**config.mk**
```make
export PLATFORM = sky130hd
export DESIGN_NAME = fetch_align_buffer
export DESIGN_NICKNAME = d
export VERILOG_FILES = /design/src/rtl/fetch_align_buffer.sv
export SDC_FILE = /design/constraint.sdc
export NUM_CORES = 1
export LEC_CHECK = 0
export BUFFER_PORTS_ARGS = -buffer_cell sky130_fd_sc_hd__buf_4
export CELL_PAD_IN_SITES_DETAIL_PLACEMENT = 1
export CELL_PAD_IN_SITES_GLOBAL_PLACEMENT = 2
export CORE_MARGIN = 4
export CORE_UTILIZATION = 27
export CTS_CLUSTER_DIAMETER = 40
export DETAILED_ROUTE_END_ITERATION = 6
export HOLD_SLACK_MARGIN = 0.12
export PLACE_DENSITY = 0.67
export SETUP_SLACK_MARGIN = 0.02
export SYNTH_ARGS = -nofsm -noshare
export SYNTH_HDL_FRONTEND = slang
export SYNTH_SLANG_ARGS = --single-unit
export TNS_END_PERCENT = 20
```
**constraint.sdc**
```tcl
create_clock -name clk -period 5.45 [get_ports clk]
set_input_delay 0.545 -clock clk [delete_from_list [all_inputs] [get_ports clk]]
set_output_delay 0.545 -clock clk [all_outputs]
set_load 0.005 [all_outputs]
```
**src/rtl/fetch_align_buffer.sv**
```systemverilog
`default_nettype none
// ============================================================================
// fetch_align_buffer: parcel realignment buffer between fetch and decode.
// Optional counters: define FETCH_ALIGN_STATS_EN.       Revision: 1.0
// ============================================================================
module fetch_align_buffer #(
    parameter int                FETCH_W  = 32,
    parameter int                DEPTH    = 8,
    parameter int                ADDR_W   = 32,
    parameter logic [ADDR_W-1:0] RESET_PC = '0
) (
    input  logic               clk,
    input  logic               reset_n,
    input  logic               flush_i,
    input  logic [ADDR_W-1:0]  flush_pc_i,
    input  logic               in_valid,
    output logic               in_ready,
    input  logic [FETCH_W-1:0] in_data,
    output logic               out_valid,
    input  logic               out_ready,
    output logic [31:0]        out_instr,
    output logic [ADDR_W-1:0]  out_pc,
    output logic               out_compressed
`ifdef FETCH_ALIGN_STATS_EN
    ,
    output logic [31:0]        stat_rvc_cnt,
    output logic [31:0]        stat_rvi_cnt,
    output logic [31:0]        stat_stall_cnt
`endif
);

    localparam int c_parcels = FETCH_W / 16;
    localparam int c_ptr_w   = $clog2(DEPTH);
    localparam int c_cnt_w   = c_ptr_w + 1;
    localparam int c_off_w   = (c_parcels > 1) ? $clog2(c_parcels) : 1;
    localparam logic [c_cnt_w-1:0] c_depth     = c_cnt_w'(DEPTH);
    localparam logic [c_cnt_w-1:0] c_parcels_w = c_cnt_w'(c_parcels);

    logic [15:0]         mem_q [DEPTH];
    logic [15:0]         mem_d [DEPTH];
    logic [c_ptr_w-1:0]  rd_ptr_q, rd_ptr_d, wr_ptr_q, wr_ptr_d, rd_ptr_p1;
    logic [c_cnt_w-1:0]  count_q, count_d;
    logic [ADDR_W-1:0]   pc_q, pc_d;
    logic [c_off_w-1:0]  flush_off_q, flush_off_d, flush_off_in;
    logic                skip_pending_q, skip_pending_d;

    logic [15:0]         p0, p1;
    logic                is32, accept, handshake;
    logic [c_cnt_w-1:0]  skip, written, consumed;

    // Only the parcel offset of a redirect target is needed once out_pc is loaded.
    generate
        if (c_parcels > 1) begin : g_off
            assign flush_off_in = flush_pc_i[c_off_w:1];
        end else begin : g_no_off
            assign flush_off_in = '0;
        end
    endgenerate

    assign rd_ptr_p1 = rd_ptr_q + c_ptr_w'(1);
    assign p0        = mem_q[rd_ptr_q];
    assign p1        = mem_q[rd_ptr_p1];
    assign is32      = (p0[1:0] == 2'b11);
    assign out_pc    = pc_q;

    always_comb begin
        mem_d          = mem_q;
        rd_ptr_d       = rd_ptr_q;
        wr_ptr_d       = wr_ptr_q;
        count_d        = count_q;
        pc_d           = pc_q;
        flush_off_d    = flush_off_q;
        skip_pending_d = skip_pending_q;

        in_ready       = !flush_i && ((c_depth - count_q) >= c_parcels_w);
        out_valid      = is32 ? (count_q >= c_cnt_w'(2)) : (count_q != '0);
        out_instr      = '0;
        out_compressed = 1'b0;
        if (out_valid) begin
            out_instr      = is32 ? {p1, p0} : {16'h0, p0};
            out_compressed = !is32;
        end

        accept    = in_valid && in_ready;
        handshake = out_valid && out_ready && !flush_i;
        skip      = skip_pending_q ? c_cnt_w'(flush_off_q) : '0;
        written   = accept ? (c_parcels_w - skip) : '0;
        consumed  = handshake ? (is32 ? c_cnt_w'(2) : c_cnt_w'(1)) : '0;

        if (flush_i) begin
            rd_ptr_d       = '0;
            wr_ptr_d       = '0;
            count_d        = '0;
            pc_d           = flush_pc_i;
            flush_off_d    = flush_off_in;
            skip_pending_d = 1'b1;
        end else begin
            if (accept) begin
                // Parcels below the redirect offset precede the target and are dropped.
                for (int i = 0; i < c_parcels; i++) begin
                    if (c_cnt_w'(i) >= skip) begin
                        mem_d[wr_ptr_q + c_ptr_w'(i) - c_ptr_w'(skip)] = in_data[16*i +: 16];
                    end
                end
                wr_ptr_d       = wr_ptr_q + c_ptr_w'(written);
                skip_pending_d = 1'b0;
            end
            if (handshake) begin
                rd_ptr_d = rd_ptr_q + c_ptr_w'(consumed);
                pc_d     = pc_q + (is32 ? ADDR_W'(4) : ADDR_W'(2));
            end
            count_d = count_q + written - consumed;
        end
    end

    always_ff @(posedge clk or negedge reset_n) begin
        if (!reset_n) begin
            mem_q          <= '{default: '0};
            rd_ptr_q       <= '0;
            wr_ptr_q       <= '0;
            count_q        <= '0;
            pc_q           <= RESET_PC;
            flush_off_q    <= '0;
            skip_pending_q <= 1'b0;
        end else begin
            mem_q          <= mem_d;
            rd_ptr_q       <= rd_ptr_d;
            wr_ptr_q       <= wr_ptr_d;
            count_q        <= count_d;
            pc_q           <= pc_d;
            flush_off_q    <= flush_off_d;
            skip_pending_q <= skip_pending_d;
        end
    end

`ifdef FETCH_ALIGN_STATS_EN
    logic [31:0] rvc_cnt_q, rvc_cnt_d, rvi_cnt_q, rvi_cnt_d, stall_cnt_q, stall_cnt_d;

    // Saturating counters; deliberately untouched by flush.
    always_comb begin
        rvc_cnt_d   = rvc_cnt_q;
        rvi_cnt_d   = rvi_cnt_q;
        stall_cnt_d = stall_cnt_q;
        if (handshake && !is32 && (rvc_cnt_q != '1)) rvc_cnt_d = rvc_cnt_q + 32'd1;
        if (handshake && is32 && (rvi_cnt_q != '1))  rvi_cnt_d = rvi_cnt_q + 32'd1;
        if (out_ready && !out_valid && (stall_cnt_q != '1)) stall_cnt_d = stall_cnt_q + 32'd1;
    end

    always_ff @(posedge clk or negedge reset_n) begin
        if (!reset_n) begin
            rvc_cnt_q   <= '0;
            rvi_cnt_q   <= '0;
            stall_cnt_q <= '0;
        end else begin
            rvc_cnt_q   <= rvc_cnt_d;
            rvi_cnt_q   <= rvi_cnt_d;
            stall_cnt_q <= stall_cnt_d;
        end
    end

    assign stat_rvc_cnt   = rvc_cnt_q;
    assign stat_rvi_cnt   = rvi_cnt_q;
    assign stat_stall_cnt = stall_cnt_q;
`endif

endmodule
`default_nettype wire

```
==> metrics <==
Final Max Slew Viols=0; remaining antenna violation count=0; Setup-failing EPs final=0; Power Density=506.9 nW/um^2; CTS Sinks=172; Post-route DRC=0; Syn Nets=1,172; fill count=4,510; Initial Util=0.2743; area of the multi-input gates=6183 sq um; CP max FO=27; Hold Slack=0.3014 ns; Primary FF master, synth=dfrtp_1; CP Class=reg2reg; clk buf depth=2; first-pass GRT wire length=59,640 um; cell count after synthesis=1,082; Max VDD drop=0.2063 mV; dpl cells=1,668; Pint=4.010 mW; largest net degree at the start of global routing=127; asr flop ratio synth=1.000; share of layout cells above drive strength 1=0.2568; TNS Setup=0 ns; final std cells w/o fill=1,701; minimum clock period=4.179 ns; synthesized-area fraction occupied by and/or/nand/nor cells=0.1093; WL/cell=22.51 um; Critical Path Source Type=register; Clock power frac=0.202; Slew @ Worst Pin=1.028 ns; Die Area=43,740 sq um; drt total wl=38,290 um; DR vias=8,775; grt ovf=0; Seq/Total Area, Yosys=0.3940; design area=13,090 sq um; fin crit share=0.7668; Ports=136; port bufs=135; final hold violation count=0; P_sw=2.628 mW; synthesis-stage register bit count=172; htree depth=4; Die Y-Extent=209.1 um; total power=6.637 mW; switching share of total power=0.3959; Vias per Instance=5.159; CP arrival=4.49 ns; Root Driver=clkbuf_16; HP Class=in2reg; critical path required time=5.76 ns; clock latency on the worst-skew pair=0.46 ns; Sequential Area=4309 sq um; Area Growth Syn to Fin=19.86%; Final nets=1,253; status=completed; Synth Cell Area=10,920 sq um; Comb pwr share=0.457; vias in the first global route=9,330; xor-xnor portion of the synthesized cell area=0.03047; main combinational cell family by area after synthesis=multiplexers; count of unique library cells instantiated by Yosys=58; mux cell area share after synthesis=0.2795; synth top area cells=dfrtp_1, mux2i_1, mux4_2; DR iter-0 viols=370; clk_skew=0.01299 ns; clk slew on worst S/H paths=0.07 ns; leak pwr=5.364 nW; Die X=209.1 um; max_slew headroom=0.3140; Post-synth EDFFs=0; row count=73; core area=39,820 sq um; Placement Cell Area=12,460 sq um; RSZ-0062 raised after global routing=false; Max Freq=0.2393 GHz; cts bufs inserted=17; Synth top area share=0.3940; number of antenna diodes=0; Synth Area in Compound Gates=0.1142; Flop pwr share=0.342; yosys warns=0; Post-Place Worst Slack=1.250 ns; initial antenna violation count=0; Initial DRT Pass Iterations=5; dpl hpwl=25,430 um; MaxCap Viol Count=0; worst setup margin=1.271 ns; Post-Syn Area per Cell=10.10 sq um; Layout Utilization=0.3288; Post-Synth Adder-Cell Area=0.02749; critical path endpoint category=register; TritonCTS clock tree=built; gr usage total=0.1749; Routability Congestion=0.7585; largest area contributor in the netlist=dfrtp_1
## power groups by stage
stage	registers, mW	logic, mW	clock network (mW)
after floorplan	2.11	1.98	0
after global placement	2.27	3.00	0
after detailed placement	2.29	3.07	0
after CTS	2.27	3.09	1.37
after global routing	2.36	3.34	1.43
final	2.27	3.03	1.34
## timing repair
action                                  CTS  global route
endpoints found under the hold margin    46             0
endpoints found under the setup margin    0             0
hold buffers                              1             0
resized for setup                         0             0
buffers inserted                          0             0
## state kept, by name (all words and copies together) (netlist names)
name	count
flush_off_q	1
wr_ptr_q	3
out_pc	32
count_q	4
rd_ptr_q	3
skip_pending_q	1
mem_q	128
## final cells by class
class,count,area share
sequential,172,0.3291
tap,525,0.05017
clock buffer,18,0.03354
timing repair buffer,163,0.09489
clock inverter,14,0.01433
multi-input combinational,789,0.4722
inverter,20,0.005733
## per-layer routing
layer	track usage	routed length [um]	up-vias
li1	-	-	4019
met1	0.2475	18430	4586
met2	0.2877	18420	150
met3	0.02447	1103	20
met4	0.03600	338	0
met5	0	0	-
## cell families after synthesis
logic type / Yosys count
simple gates: 286
compound gates: 222
mux: 222
flops: 172
buf+inv: 121
xor+xnor: 38
fa+ha+maj: 21
## synthesized netlist by cell type (3+ instances only)
| cell type | number |
|---|---|
| buf_2 | 22 |
| nor2b_1 | 3 |
| clkbuf_1 | 38 |
| a31oi_1 | 4 |
| o211ai_1 | 9 |
| o21ai_0 | 14 |
| mux2i_1 | 144 |
| fa_1 | 5 |
| and2_1 | 3 |
| nor3_1 | 4 |
| xor2_1 | 17 |
| buf_1 | 39 |
| dfrtp_1 | 172 |
| mux2_2 | 11 |
| nand3_1 | 7 |
| xnor2_1 | 21 |
| inv_1 | 19 |
| and3_1 | 6 |
| a21oi_1 | 157 |
| o2111ai_1 | 7 |
| mux4_2 | 63 |
| ha_1 | 16 |
| nor2_1 | 171 |
| nand2_1 | 72 |
| o21ai_1 | 15 |
| nand4_1 | 6 |
## worst paths after layout
check	start	end	slack, ns	cells after the start
max reg2reg	rd_ptr_q[0]$_DFFE_PN0N_	count_q[3]$_DFF_PN0_	1.27	13
min	flush_pc_i[28]	out_pc[28]$_DFFE_PN0N_	0.30	3
min in group asynchronous	reset_n	out_pc[26]$_DFFE_PN0N_	0.60	2
max in group asynchronous	reset_n	mem_q[41]$_DFFE_PN0P_	3.74	3
max	rd_ptr_q[0]$_DFFE_PN0N_	count_q[3]$_DFF_PN0_	1.27	13
min reg2reg	out_pc[0]$_DFFE_PN0P_	out_pc[0]$_DFFE_PN0P_	0.51	1
## placed cells by master (no fill, tap or decap), types with 3 or more instances in the layout
master     count
ha_1          16
nor2b_1        3
mux4_2        63
buf_4        160
clkinv_4       4
xor2_1        16
nor2_2        12
mux2i_1      144
and2_1         3
bufinv_16      3
mux2_2        11
o21ai_0       14
o21ai_1       15
fa_1           5
nand3_1        7
inv_1         19
nand2_1       72
o211ai_1       9
o2111ai_1      7
and3_1         6
nand4_1        6
a21oi_2        3
a21oi_1      155
nor2_1       159
a31oi_1        4
nor3_1         4
clkbuf_16     17
dfrtp_1      170
xnor2_1       20
## worst max-delay path: stages, from the launching register on
cell	delay [ns]
dfrtp_4	0.73
mux4_1	0.66
mux2i_2	0.42
nor2_1	0.24
nand2_1	0.11
buf_4	0.30
nor3b_1	0.15
fa_1	0.54
inv_1	0.07
ha_1	0.29
a21o_1	0.16
a21oi_1	0.17
xnor2_1	0.13
nor2_1	0.05
Power figures use the tool's default switching activity.
